===== src/rtl/pipe_stage_reg.sv =====
// Inter-stage pipeline latch (PC + payload + control + valid) with stall, flush, bubble and a stall watchdog.
// Define PIPE_STAGE_PERF_EN to add saturating stall/flush performance counters.
module pipe_stage_reg #(
  parameter int PC_W        = 12,
  parameter int DATA_W      = 96,
  parameter int CTRL_W      = 9,
  parameter bit FLUSH_DATA  = 1'b1,
  parameter int STALL_LIMIT = 64,
  parameter int CNT_W       = 16
) (
  input  logic              clock,
  input  logic              reset,
  input  logic              stall,
  input  logic              flush,
  input  logic              bubble,
  input  logic              in_valid,
  input  logic [PC_W-1:0]   in_pc,
  input  logic [DATA_W-1:0] in_data,
  input  logic [CTRL_W-1:0] in_ctrl,
  output logic              out_valid,
  output logic [PC_W-1:0]   out_pc,
  output logic [DATA_W-1:0] out_data,
  output logic [CTRL_W-1:0] out_ctrl,
  output logic              stall_timeout
`ifdef PIPE_STAGE_PERF_EN
  ,
  output logic [CNT_W-1:0]  perf_stall_cnt,
  output logic [CNT_W-1:0]  perf_flush_cnt
`endif
);

  localparam logic [CNT_W-1:0] CNT_ONE = CNT_W'(1);
  localparam logic [CNT_W-1:0] CNT_MAX = '1;

  logic              valid_q, valid_d;
  logic [PC_W-1:0]   pc_q, pc_d;
  logic [DATA_W-1:0] data_q, data_d;
  logic [CTRL_W-1:0] ctrl_q, ctrl_d;
  logic [CNT_W-1:0]  stall_run_q, stall_run_d;
  logic              timeout_q, timeout_d;
  logic              stall_eff;

  // A stall that coincides with a flush is not a stall: the flush squashes immediately.
  assign stall_eff = stall & ~flush;

  always_comb begin
    valid_d = valid_q;
    pc_d    = pc_q;
    data_d  = data_q;
    ctrl_d  = ctrl_q;
    if (flush) begin
      valid_d = 1'b0;
      ctrl_d  = '0;
      if (FLUSH_DATA) begin
        pc_d   = '0;
        data_d = '0;
      end
    end else if (stall) begin
      valid_d = valid_q;
    end else if (bubble) begin
      valid_d = 1'b0;
      pc_d    = in_pc;
      data_d  = in_data;
      ctrl_d  = '0;
    end else begin
      valid_d = in_valid;
      pc_d    = in_pc;
      data_d  = in_data;
      ctrl_d  = in_valid ? in_ctrl : '0;
    end
  end

  always_comb begin
    stall_run_d = '0;
    timeout_d   = timeout_q;
    if (stall_eff) begin
      stall_run_d = (stall_run_q == CNT_MAX) ? stall_run_q : stall_run_q + CNT_ONE;
      if (32'(stall_run_d) >= 32'(STALL_LIMIT)) timeout_d = 1'b1;
    end
  end

  always_ff @(posedge clock) begin
    if (reset) begin
      valid_q     <= 1'b0;
      pc_q        <= '0;
      data_q      <= '0;
      ctrl_q      <= '0;
      stall_run_q <= '0;
      timeout_q   <= 1'b0;
    end else begin
      valid_q     <= valid_d;
      pc_q        <= pc_d;
      data_q      <= data_d;
      ctrl_q      <= ctrl_d;
      stall_run_q <= stall_run_d;
      timeout_q   <= timeout_d;
    end
  end

  assign out_valid     = valid_q;
  assign out_pc        = pc_q;
  assign out_data      = data_q;
  assign out_ctrl      = ctrl_q;
  assign stall_timeout = timeout_q;

`ifdef PIPE_STAGE_PERF_EN
  logic [CNT_W-1:0] perf_stall_q, perf_stall_d;
  logic [CNT_W-1:0] perf_flush_q, perf_flush_d;

  // Only flushes that actually kill a live instruction count as squashes.
  always_comb begin
    perf_stall_d = perf_stall_q;
    perf_flush_d = perf_flush_q;
    if (stall_eff && perf_stall_q != CNT_MAX) perf_stall_d = perf_stall_q + CNT_ONE;
    if (flush && valid_q && perf_flush_q != CNT_MAX) perf_flush_d = perf_flush_q + CNT_ONE;
  end

  always_ff @(posedge clock) begin
    if (reset) begin
      perf_stall_q <= '0;
      perf_flush_q <= '0;
    end else begin
      perf_stall_q <= perf_stall_d;
      perf_flush_q <= perf_flush_d;
    end
  end

  assign perf_stall_cnt = perf_stall_q;
  assign perf_flush_cnt = perf_flush_q;
`endif

endmodule

===== config.mk =====
export PLATFORM = sky130hd
export DESIGN_NAME = pipe_stage_reg
export DESIGN_NICKNAME = d
export VERILOG_FILES = /design/src/rtl/pipe_stage_reg.sv
export SDC_FILE = /design/constraint.sdc
export NUM_CORES = 1
export LEC_CHECK = 0
export ABC_AREA = 1
export ABC_CLOCK_PERIOD_IN_PS = 1500
export CAP_MARGIN = 30
export CORE_MARGIN = 2
export CORE_UTILIZATION = 37
export DETAILED_ROUTE_END_ITERATION = 16
export GPL_ROUTABILITY_DRIVEN = 0
export GPL_TIMING_DRIVEN = 0
export PLACE_DENSITY = 0.75
export SETUP_SLACK_MARGIN = 0.5
export SLEW_MARGIN = 20
export SYNTH_ARGS = -nofsm -noshare
export SYNTH_HDL_FRONTEND = slang
export SYNTH_SLANG_ARGS = --single-unit
export TNS_END_PERCENT = 1

===== constraint.sdc =====
create_clock -name clock -period 1.5 [get_ports clock]
set_input_delay 0.15 -clock clock [delete_from_list [all_inputs] [get_ports clock]]
set_output_delay 0.15 -clock clock [all_outputs]
set_load 0.02 [all_outputs]

== Word level (Yosys, flattened, before mapping) ==
Index checks and enable logic that the tools add are counted.

* Register bits: 135
* Latch bits: 0
* RAM bits: 0
* Memory bits (read-only): 0
* Input port bits: 123
* Output and inout port bits: 119
* Logic and storage cells: 19
* Memories: 0

* $add $sub $neg: 1
* $mul: 0
* Divide/modulo/power cells: 0
* Magnitude comparators: 1
* Equal/unequal tests: 1
* Shifts and indexed selects: 0
* Multiplexer cells: 4
* Bitwise gates (word level): 3
* Reduce and logical (&&, ||, !) cells: 3

{| class="wikitable"
|+ Operators with widths
! operator !! count
|-
| $mux 9 || 2
|-
| $add 16x1->16 const B || 1
|-
| $eq 16x16->1 const B || 1
|-
| $ge 16x7->1 const B || 1
|-
| $mux 16 || 1
|-
| $reduce_or 2->1 || 2
|-
| $not 1->1 || 2
|-
| $reduce_and 2->1 || 1
|-
| $and 1x1->1 || 1
|-
| $mux 1 || 1
|}

== Logic depth before layout (Yosys ltp) ==
Gate-level depths: netlist (run 1).

* Depth after elaboration: 4
* Depth in mapped cells: 13

== Least setup slack after synthesis (run 1) ==
Ideal clock, no wire load.

* Kind: flip-flop to flip-flop
* From: register stall_run_q[0]
* To: register timeout_q (netlist: stall_timeout)
* Arrival time: 1480 ps
* Required time: 1388 ps
* Setup slack: -92 ps
* Cell stages (with the launch flop): 13
* Buffers on the path: 0
* Clock period less this slack: 1592 ps
* Path through: dfxtp_1 > ha_1 > inv_1 > nor2_4 > nand2_4 > nor2_8 > nand3b_1 > nand2_1 > nand2_1 > nor2_1 > nand3_1 > nand2_1 > nand2_1

* Longest elaborated chain between the ends: 4

{| class="wikitable"
|+ Ends and longest elaborated chain
! element !! RTL line !! RTL
|-
| start, declared || 39 || <nowiki>logic [CNT_W-1:0] stall_run_q, stall_run_d;</nowiki>
|-
| start signal, assigned || 95 || <nowiki>stall_run_q <= stall_run_d;</nowiki>
|-
| $add 16x1->16 or $eq 16x16->1 (tied branches) || 77 || <nowiki>stall_run_d = (stall_run_q == CNT_MAX) ? stall_run_q : stall_run_q + CNT_ONE;</nowiki>
|-
| $mux 16 * || 77 ||
|-
| $ge 16x7->1 * || 78 || <nowiki>if (32'(stall_run_d) >= 32'(STALL_LIMIT)) timeout_d = 1'b1;</nowiki>
|-
| $reduce_and 2->1 (no line) * || n/a ||
|-
| end signal, assigned || 96 || <nowiki>timeout_q <= timeout_d;</nowiki>
|-
| end, declared || 40 || <nowiki>logic timeout_q, timeout_d;</nowiki>
|}

Mark *: on every way between the ends. The rest lies on a longest branch, timed or not.
A chain may end at the register's enable or synchronous reset.

== Final worst setup path (run 1) ==
Ends and elaborated chain as after synthesis.

==> results list, run 1 <==
- The run finished, with violations left.
* Failing checks: negative setup slack
* P_leak: 3.65 nW
- Of the available clock period, the critical path in the final layout requires 102%.
* Num ports: 242
- Among all flip-flop cells after synthesis, the most frequent one is dfxtp_1.
- The number of different library cells used by synthesis comes to 26.
* DRC violation count after routing: 0
* Antenna-violating nets left: 0
- Total global-route track usage: 21.7%
- The min-delay analysis places its worst path in the category input pin to register.
- Antenna diode count: 0
* Fraction of registers with async set or reset after synthesis: 0%
- The via count of the first global-routing pass came to 5049.
* CTS Hold Bufs: 0
- The synthesized design contains 0 enable-type register cells.
- Compared with the post-synthesis result, the final layout area differs by 73.7%.
- Clock period minus worst slack: 1.53 ns
* Maximum buffer depth of the clock tree: 2
- Entering global routing, the biggest net connects 17 pins.
- IR analysis of the VDD net gives a maximum drop of 747 uV.
- For flop-to-flop paths, the worst setup slack is -0.03 ns.
- Required time at the endpoint of the critical path: 1.81 ns
- Filler cell count: 1089
- Most frequent cells after synthesis: nand2_1 (271), dfxtp_1 (135), a21oi_1 (115)
* Kind of launch point of the worst setup path: register
- Across the run, the number of max-cap violations was 0.
- Before CTS, the worst setup slack after placement is -0.475 ns.
- dfxtp_1 takes more of the synthesized area than any other cell.
- Initial antenna violation count: 0
- In the final design database the tool counted 1057 nets.
* Area occupied by multi-input gates: 0.00210 sq mm
- The floorplan has 42 rows.
- Die outline area: 0.0145 sq mm
* Type of element capturing the critical path: register
- In this run the biggest area consumer among cell types represents 53.8% of the synthesized area.
- Final standard cell area without fillers: 0.00872 sq mm
- Largest fanout on the critical path: 4
- Placed instance area: 0.00766 sq mm
- The routed design has 15500 um of wire.
- Post-synthesis register bit count: 135
* Root buf cell: clkbuf_16
- Width of the die: 120 um
- By instance count, the leading cell after synthesis is nand2_1.
- Max incr delay on CP: 0.36 ns
- Clock tree from TritonCTS: done
- The post-route netlist has 34.9% of its cells at a drive strength greater than 1.
- The clock drives 135 sinks.
- Layout Skew: 0.00351 ns
* Starting DRT DRC Count: 241
- The final number of hold-violating endpoints came to 0.
- Setup slack on the critical path of the routed design comes to -0.0331 ns.
- Clock transition at the registers of the reported paths: 0.05 ns
- Register Area: 0.00286 sq mm
* Die Height: 120 um
* Synth Warn #: 0
- Pwr per Cell Area: 1050 mW/mm^2
* GRT overflow: 0
* Setup-failing EPs final: 1
* Crit-path cells: ha_4, inv_4, nor2_4, nand2_4, nand2_2, a21oi_2, nand3_1, nor2_2, nand3_1, nand2_1, nand2_1
* Number of max-slew violations in the final report: 0
* Area of the mapped netlist: 0.00502 sq mm
* Worst slew margin relative to its limit: 67.5%
- At the worst endpoint, the arrival time is 1.84 ns.
- Timing-limited maximum frequency: 0.652 GHz
- Worst hold margin: 0.142 ns
* Post-synthesis area per instance: 7.49 sq um
- The largest individual stage delay along the critical path comes from the cell dfxtp_4.
* First-pass GRT wire length: 24700 um
- Sum of negative setup slack: -0.0331 ns
* Total clock buffers created by CTS: 17
- # port buffers: 240
- For the pin with the worst max-slew slack, the measured transition is 0.488 ns.
* H-tree level count: 4
- DR pass1 iterations: 7
- Proportion of synthesized chip area in sequential cells: 53.8%
- After detailed routing, the average wire length per cell comes to 13.8 um.
- The routed layout has 5224 vias.
* Clk_lat worst skew: 0.41 ns
- Detailed placer's ending HPWL: 11100 um
- By area the synthesized netlist is led by dfxtp_1 (54%), nand2_1 (20%), a21oi_1 (11%).
* Initial core utilization: 37.9%
- Vias per cell: 4.66
- Counting every net in the synthesized netlist gives 794.
- The core region is 0.0132 sq mm.
- Setup repair after global routing could not meet its margin everywhere.
* Gate count of the mapped netlist: 670
- Setup Crit Path Kind: register to register
## worst paths after layout
kind,startpoint,end,cells past startpoint
worst min register to register,out_valid$_SDFFE_PP0N_,out_valid$_SDFFE_PP0N_,2
worst max register to register,stall_run_q[0]$_SDFF_PP0_,stall_timeout$_SDFFE_PP0P_,11
worst max-delay path,stall_run_q[0]$_SDFF_PP0_,stall_timeout$_SDFFE_PP0P_,11
worst min-delay path,reset,stall_timeout$_SDFFE_PP0P_,4
## placed cells by master (no fill, tap or decap), types with 11 or more instances in the layout
master / Yosys / routed
a21oi_1: 115 / 114
buf_6: 1 / 121
clkbuf_1: 28 / 17
clkbuf_16: 0 / 18
clkdlybuf4s50_1: 0 / 119
dfxtp_1: 135 / 11
dfxtp_2: 0 / 123
inv_1: 29 / 28
nand2_1: 271 / 265
nand3_1: 12 / 12
nor2_1: 26 / 20
o21ai_1: 5 / 14
## where the power goes
part           internal (mW)  switching [mW]  total [mW]
Sequential              3.70          0.0675        3.77
Clock                   2.86            1.50        4.36
Combinational          0.552           0.450        1.00
## final cells by class
class	instances	area share (%)
clock buffer	23	5.82
tap	176	2.53
multi-input combinational	465	24.1
inverter	34	1.55
timing repair buffer	244	29.6
sequential	135	32.8
buffer	36	2.25
clock inverter	8	1.35
## timing repair
| item | in CTS | in global routing |
|---|---|---|
| setup buffers | 3 | 1 |
| endpoints found under the setup margin | 252 | 168 |
| gates resized for setup | 866 | 27 |
| pin swaps | 21 | 10 |
## kinds of logic (layout without fill, tap and decap cells)
logic type | after synthesis | in the layout | share of synthesized area (%)
AND/OR/NAND/NOR | 330 | 330 | 27.0
flip-flops | 135 | 135 | 53.8
AO/OA/AOI/OAI | 134 | 134 | 13.5
buffers and inverters | 70 | 345 | 5.48
adder cells (fa/ha/maj) | 1 | 1 | 0.249
## per-stage QoR
stage	std cells	util [%]	total power, mW
global placement	1086	57.9	4.77
finish	1121	65.9	9.13
floorplan	670	-	4.18
detailed placement	1086	57.9	4.78
CTS	1120	65.6	9.20
global route	1121	65.9	9.45
## sequential cells by signal (all words and copies together) (netlist names)
register,cells
out_ctrl,9
stall_timeout,1
out_pc,12
stall_run_q,16
out_data,96
out_valid,1
## routing by layer
layer,track usage (%),share of wire (%),vias to the layer above
met3,10.9,10,30
met4,8.72,2.6,0
li1,-,-,2653
met1,22.9,38,2345
met5,0,0,-
met2,36.9,49,196
## critical path, delay by kind of cell (launching register included)
| kind | cells | cell delay, ns |
|---|---|---|
| adders and majority gates | 1 | 0.17 |
| DFF | 1 | 0.36 |
| and+or+nand+nor | 8 | 0.68 |
| AOI/OAI and AO/OA | 1 | 0.17 |
| buffers and inverters | 1 | 0.06 |
(Power assumes the default switching activity.)
==> inputs of run 2 (changes only) <==
--- a/config.mk
+++ b/config.mk
@@ -6,14 +6,14 @@
 export NUM_CORES = 1
 export LEC_CHECK = 0
 export ABC_AREA = 1
-export ABC_CLOCK_PERIOD_IN_PS = 1500
+export ABC_CLOCK_PERIOD_IN_PS = 1700
 export CAP_MARGIN = 30
 export CORE_MARGIN = 2
-export CORE_UTILIZATION = 37
+export CORE_UTILIZATION = 41
 export DETAILED_ROUTE_END_ITERATION = 16
 export GPL_ROUTABILITY_DRIVEN = 0
 export GPL_TIMING_DRIVEN = 0
-export PLACE_DENSITY = 0.75
+export PLACE_DENSITY = 0.79
 export SETUP_SLACK_MARGIN = 0.5
 export SLEW_MARGIN = 20
 export SYNTH_ARGS = -nofsm -noshare
==> constraint.sdc (replaced) <==
create_clock -name clock -period 1.7 [get_ports clock]
set_input_delay 0.17 -clock clock [delete_from_list [all_inputs] [get_ports clock]]
set_output_delay 0.17 -clock clock [all_outputs]
set_load 0.02 [all_outputs]
==> run 2 against run 1 <==
  * The run now ends clean
  * Utilization grew 2.6 points
  * Global-route usage up 1.3 points
  * Setup slack better by 0.17 ns
  * Clock-buffer cell count up 2
  * Routed wire length fell by 3.6%
  * Largest power group is now sequential cells
==> results list, run 2 (synthesis gave the netlist of run 1 again) <==
- Proportion of layout cells with a drive suffix above 1: 7.31% (-28 points)
* Maximum buffer depth of the clock tree: 2 (unchanged)
- DR pass1 iterations: 4 (-3)
* Clock tree from TritonCTS: done
- Hold violation count in the final report: 0 (unchanged)
- P_leak: 3.18 nW (-13%)
- Antenna-violating nets left: 0 (unchanged)
* Max_cap viols: 0 (unchanged)
* Period utilization: 92.0% (-10 points)
- Share of the core filled with cells: 68.5% (+2.6 points)
* Type of element capturing the critical path: register
- Setup repair after global routing missed its margin: yes
* Total clock buffers created by CTS: 17 (unchanged)
* CTS Hold Bufs: 0 (unchanged)
- Required time at the endpoint of the critical path: 2.01 ns (+0.20 ns)
* Kind of launch point of the worst setup path: register
* Via Count: 5144 (-1.5%)
* Nets@finish: 1057 (unchanged)
- The overall power after layout came to 7.31 mW (-20%).
- The floorplan die height was 115 um (-4.8%).
* Cell type with the highest occurrence count on the critical path: nand2_1
- The count of filler cells inserted in the layout is 1006 (-7.6%).
- Worst slew margin relative to its limit: 66.7% (-0.73 points)
- Leaving out fill and tap cells, the most frequent cell in the layout is nand2_1.
- The via count of the first global-routing pass is 4871 (-3.5%).
- The total count of max-transition violations in the final report was 0 (unchanged).
- The area occupied by registers came to 0.00271 sq mm (-5.2%).
* Clock period minus worst slack: 1.56 ns (+0.0301 ns)
- The delay of the slowest cell on the worst path came to 0.36 ns (about the same).
- The worst ir drop on vdd is 724 uV (-3.1%).
* Number of placement rows: 40 (-4.8%)
- The largest individual stage delay along the critical path comes from the cell dfxtp_4.
- Total global-route track usage: 23.0% (+1.3 points)
- The boundary pin count came to 242 (unchanged).
* Setup Crit Path Kind: register to register
* # port buffers: 240 (unchanged)
* Root buf cell: clkbuf_16
- Crit-path cells: ha_4, inv_2, nor2_4, nand2_4, nor2_8, nand2_2, nand2_1, nor2_1, nand2_1, nor2_2, nand3_1, nand2_1, nand2_1
- The upper clock frequency limit came to 0.640 GHz (-1.9%).
* Path category of the worst min-delay check: input pin to register
- The final routed DRC violation total was 0 (unchanged).
- Max reg flops: 96 (unchanged)
* Largest fanout on the critical path: 5 (+1)
* Area of the core: 0.0120 sq mm (-9.7%)
- The overflow left after global routing was 0 (unchanged).
- The effective utilization at floorplan was 42.0% (+4.1 points).
* Clock transition at the registers of the reported paths: 0.06 ns (about the same)
* PnR worst setup slack: 0.137 ns (+0.170 ns)
- Instance count after placement with tap cells included: 1057 (-2.7%)
* Pwr per Cell Area: 892 mW/mm^2 (-15%)
- Clock sink count: 135 (unchanged)
- In the layout the commonest cells are nand2_1 (268), clkdlybuf4s50_1 (236), dfxtp_1 (129), a21oi_1 (115), clkbuf_1 (33).
* Detailed placer's ending HPWL: 10700 um (-3.5%)
- Clk_lat worst skew: 0.42 ns (about the same)
- Status: completed
- The first-pass GRT wire length is 23500 um (-4.9%).
- Count of non-filler cells in the finished layout: 1091 (-2.7%)
- Die outline area: 0.0131 sq mm (-9.4%)
* Area occupied by multi-input gates: 0.00209 sq mm (-0.89%)
- Largest net degree at the start of global routing: 17 (unchanged)
- Kind of cell adding the most delay to the critical path: simple AND/OR/NAND/NOR gates
- The number of antenna diodes is 0 (unchanged).
* Starting DRT DRC Count: 249 (+3.3%)
* Final wirelength: 15000 um (-3.6%)
- The detailed-route wire length per cell came to 13.7 um (-0.91%).
- Arr. time, crit path: 1.88 ns (+0.04 ns)
* Area growth syn-to-layout: 63.1%
- H-tree level count: 4 (unchanged)
- The width of the chip came to 115 um (-4.8%).
- Layout Skew: 0.00644 ns (+0.00293 ns)
- Setup-failing EPs final: 0 (-1)
- Dpl ws: -0.308 ns (+0.167 ns)
- Number of buffer and inverter stages on the critical path: 1 (unchanged)
- Initial antenna violation count: 0 (unchanged)
- The setup slack of the worst register-to-register path came to 0.14 ns (+0.17 ns).
* Vias per cell: 4.71 (+1.2%)
- Actual slew at the worst max-slew pin: 0.499 ns (+0.0110 ns)
## run 2: timing repair
action                                  CTS  global route
setup buffers                             2             2
gates resized for setup                   7            17
endpoints found under the setup margin  157           232
pin swaps                                 3             3
## run 2: worst paths after layout
path                        startpoint                         end  cells after the start
min                        in_data[64]   out_data[64]$_SDFFE_PP0N_                      3
max          stall_run_q[0]$_SDFF_PP0_  stall_timeout$_SDFFE_PP0P_                     13
min reg2reg     out_valid$_SDFFE_PP0N_      out_valid$_SDFFE_PP0N_                      2
max reg2reg  stall_run_q[0]$_SDFF_PP0_  stall_timeout$_SDFFE_PP0P_                     13
## run 2: routing by layer
metal | vias to the layer above | GRT usage (%) | part of all wire (%)
li1 | 2654 | - | -
met1 | 2275 | 25.5 | 39
met2 | 185 | 38.6 | 49
met3 | 30 | 9.79 | 9.3
met4 | 0 | 9.92 | 2.4
met5 | - | 0 | 0
## run 2: power breakdown
group / leakage, nW / total (mW) / switching [mW] / internal (mW)
clock network: 0.251 / 3.16 / 1.26 / 1.91
registers: 1.10 / 3.30 / 0.0435 / 3.25
logic: 1.83 / 0.852 / 0.389 / 0.463
## run 2: stage by stage
step / setup TNS [ns] / instance area (sq um) / hold slack, ns
floorplan: 0 / 5040 / 0.313
global placement: -5.44 / 7620 / 0.428
detailed placement: -5.71 / 7620 / 0.439
CTS: 0 / 8140 / 0.286
global route: 0 / 8190 / 0.303
finish: 0 / 8190 / 0.301
## run 2: worst reg2reg max path: cells and delay by family (launching register included)
family	cells	cell delay, ns
flops	1	0.36
simple gates	11	0.87
fa+ha+maj	1	0.17
buf+inv	1	0.07
## run 2: final cells by class
| type | count | area share [%] |
|---|---|---|
| sequential | 135 | 33.1 |
| timing repair buffer | 244 | 29.6 |
| multi-input combinational | 465 | 25.5 |
| clock buffer | 25 | 5.81 |
| tap | 147 | 2.25 |
| buffer | 36 | 1.86 |
| inverter | 34 | 1.56 |
| clock inverter | 5 | 0.306 |
==> inputs of run 3 (changes only) <==
--- a/config.mk
+++ b/config.mk
@@ -8,7 +8,7 @@
 export ABC_AREA = 1
 export ABC_CLOCK_PERIOD_IN_PS = 1700
 export CAP_MARGIN = 30
-export CORE_MARGIN = 2
+export CORE_MARGIN = 5
 export CORE_UTILIZATION = 41
 export DETAILED_ROUTE_END_ITERATION = 16
 export GPL_ROUTABILITY_DRIVEN = 0
==> run 3 against run 2 <==
  * Routed wire length is 5.6% higher
  * Hold slack worse by 0.0047 ns
  * Via count is 0.80% higher
  * Global-route usage is 1.8 points lower
  * Total power is 4.8% higher
  * Sequential cell count stayed put
  * Die area is 11% higher
  * Critical path depth is 1 lower
  * Register-to-register slack better by 0.02 ns
  * Largest cell class unchanged
==> results list, run 3 (synthesis gave the netlist of run 1 again) <==
- The upper clock frequency limit is 0.647 GHz (+1.1%).
- Largest fanout on the critical path: 4 (-1)
* Die Height: 121 um (+5.2%)
* # port buffers: 240 (unchanged)
* Worst reg2reg endpoint: stall_timeout$_SDFFE_PP0P_
- Clock sink count: 135 (unchanged)
- Clock tree from TritonCTS: done
- Cell with the biggest individual delay on the critical path: dfxtp_4
* P_leak: 3.73 nW (+17%)
* Detailed placer's ending HPWL: 11600 um (+7.9%)
- H-tree level count: 4 (unchanged)
* Number of placement rows: 40 (unchanged)
* Nets@finish: 1058 (+0.095%)
* Kind of launch point of the worst setup path: register
- Antenna-violating nets left: 0 (unchanged)
* Setup repair after global routing missed its margin: yes
- The number of antenna diodes came to 0 (unchanged).
- Die outline area: 0.0146 sq mm (+11%)
* Commonest non-fill, non-tap cell in the layout: nand2_1
* Area of the core: 0.0120 sq mm (+0.42%)
* Number of cells on the critical path: 12 (-1)
- Broken down by cell family, the worst path's largest delay share belongs to simple AND/OR/NAND/NOR gates.
* Reg-to-reg startpoint: stall_run_q[1]$_SDFF_PP0_
- Clock period minus worst slack: 1.55 ns (-0.0173 ns)
- The buffers plus inverters on the worst setup path was 1 (unchanged).
* Max_cap viols: 0 (unchanged)
- DRC violation count after routing: 0 (unchanged)
* Worst hold margin: 0.296 ns (-0.00471 ns)
* Share of the core filled with cells: 68.0% (-0.49 points)
- Clk_lat worst skew: 0.42 ns (about the same)
- Relative to the synthesized area, the layout overhead comes to 62.6%.
- Type of element capturing the critical path: register
* Peak VDD IR: 816 uV (+13%)
- The cell depth of the worst flop-to-flop path is 12 (-1).
* Via Count: 5185 (+0.80%)
- The count of routing violations after the opening detailed-route iteration is 195 (-22%).
* Clock transition at the registers of the reported paths: 0.06 ns (about the same)
* Total global-route track usage: 21.2% (-1.8 points)
* Most frequent cells in the layout: nand2_1 (264), dfxtp_1 (127), clkdlybuf4s50_1 (123), dlygate4sd2_1 (117), a21oi_1 (115)
* Worst slew margin relative to its limit: 68.4% (+1.7 points)
- Total clock buffers created by CTS: 17 (unchanged)
* Pwr per Cell Area: 938 mW/mm^2 (+5.1%)
- Critical Path End: stall_timeout$_SDFFE_PP0P_
- Proportion of layout cells with a drive suffix above 1: 8.67% (+1.4 points)
- The final standard cell count with taps included and fillers excluded came to 1093 (+0.18%).
- Minimum setup slack among reg-to-reg paths: 0.15 ns (+0.02 ns)
- The overflow left after global routing is 0 (unchanged).
- DR pass1 iterations: 4 (unchanged)
- The delay of the slowest cell on the worst path came to 0.37 ns (about the same).
- Via count of the first global-routing pass: 4818 (-1.1%)
- The first-pass GRT wire length was 24000 um (+2.4%).
- Startpoint of the tightest hold check path: in_pc[5]
- The final setup TNS was 0 ns (unchanged).
- Launching instance or port of the critical path: stall_run_q[1]$_SDFF_PP0_
* Path category of the worst min-delay check: input pin to register
- The count of filler cells inserted in the layout came to 1078 (+7.2%).
* Arr. time, crit path: 1.86 ns (-0.02 ns)
- The number of placed instances, taps included is 1057 (unchanged).
* Width of the die: 121 um (+5.2%)
* Total Power: 7.66 mW (+4.8%)
- Max reg flops: 96 (unchanged)
* Initial antenna violation count: 0 (unchanged)
* Num ports: 242 (unchanged)
- PnR worst setup slack: 0.154 ns (+0.0173 ns)
* Setup-failing EPs final: 0 (unchanged)
- The total non-filler cell area in the finished layout is 0.00817 sq mm (-0.31%).
- Initial core utilization: 41.8% (-0.17 points)
* Final wirelength: 15800 um (+5.6%)
- Largest net degree at the start of global routing: 17 (unchanged)
- The run finished with clean final reports.
- The setup path with the least slack is of type register to register.
* Required time at the endpoint of the critical path: 2.02 ns (about the same)
- The post-placement worst setup slack came to -0.304 ns (+0.00451 ns).
* Crit-path cells: ha_4, inv_2, nor2_4, nand2_4, nor2_8, nand3_1, nand2_2, nand2_2, nor2_2, nand3_1, nand2_1, nand2_1
- Maximum buffer depth of the clock tree: 2 (unchanged)
* Actual slew at the worst max-slew pin: 0.474 ns (-0.0249 ns)
- Root buf cell: clkbuf_16
- Hold violation count in the final report: 0 (unchanged)
* Vias per cell: 4.74 (+0.61%)
- Layout Skew: 0.00431 ns (-0.00213 ns)
- Period utilization: 90.9% (-1.0 points)
- The detailed-route wire length per cell is 14.5 um (+5.4%).
* Number of max-slew violations in the final report: 0 (unchanged)
- The placement-stage cell area was 0.00762 sq mm (unchanged).
==> run 3: cell types whose count changed in the layout (fill, tap and decap cells not counted), sizes merged, moves of 2 or more <==
| cell | before | now |
|---|---|---|
| clkdlybuf4s50 | 236 | 123 |
| dlygate4sd2 | 4 | 117 |
| bufinv | 0 | 2 |
| clkbuf | 53 | 51 |
| clkinv | 6 | 4 |
| clkinvlp | 0 | 2 |
==> run 3: worst register-to-register path, cell delays in order, from the launching register on <==
cell and delay, ns:
dfxtp_4 0.37, ha_4 0.14, inv_2 0.05, nor2_4 0.13
nand2_4 0.12, nor2_8 0.15, nand3_1 0.10, nand2_2 0.09
nand2_2 0.05, nor2_2 0.07, nand3_1 0.07, nand2_1 0.07
nand2_1 0.04
==> run 3: final cells by class <==
cell class                      count  area, sq um  share of cell area (%)
Buffer                             36          150                    1.84
Clock buffer                       23          478                    5.85
Clock inverter                      8         96.3                    1.18
Inverter                           34          128                    1.56
Multi-Input combinational cell    465         2120                    25.9
Sequential cell                   135         2720                    33.3
Tap cell                          147          184                    2.25
Timing Repair Buffer              245         2290                    28.1
==> run 3: how the worst min path moves through the flow <==
| stage | to | slack, ns | cells past startpoint |
|---|---|---|---|
| finish | out_pc[5]$_SDFFE_PP0N_ | 0.30 | 3 |
| global route | out_data[78]$_SDFFE_PP0N_ | 0.29 | 3 |
| CTS | out_data[46]$_SDFFE_PP0N_ | 0.28 | 3 |
| detailed placement | out_valid$_SDFFE_PP0N_ | 0.43 | 2 |
| global placement | out_valid$_SDFFE_PP0N_ | 0.43 | 2 |
| floorplan | stall_timeout$_SDFFE_PP0P_ | 0.31 | 3 |
==> run 3: what timing repair did <==
item                       in CTS  in global routing
hold buffers                    0                  0
gates resized for setup       123                 22
setup endpoints to repair     156                184
setup buffers                   2                  3
pin swaps                       4                 11
==> run 3: where the power goes <==
group / leakage [nW] / total [mW] / internal [mW] / switching, mW
Combinational: 2.35 / 0.798 / 0.405 / 0.393
Clock: 0.279 / 3.57 / 2.26 / 1.32
Sequential: 1.10 / 3.29 / 3.25 / 0.0392
==> run 3: routing by layer <==
metal / GRT usage [%] / part of all wire, % / up-vias
li1: - / - / 2667
met1: 22.6 / 38 / 2304
met2: 34.6 / 48 / 188
met3: 12.2 / 12 / 26
met4: 8.36 / 2.5 / 0
met5: 0 / 0 / -
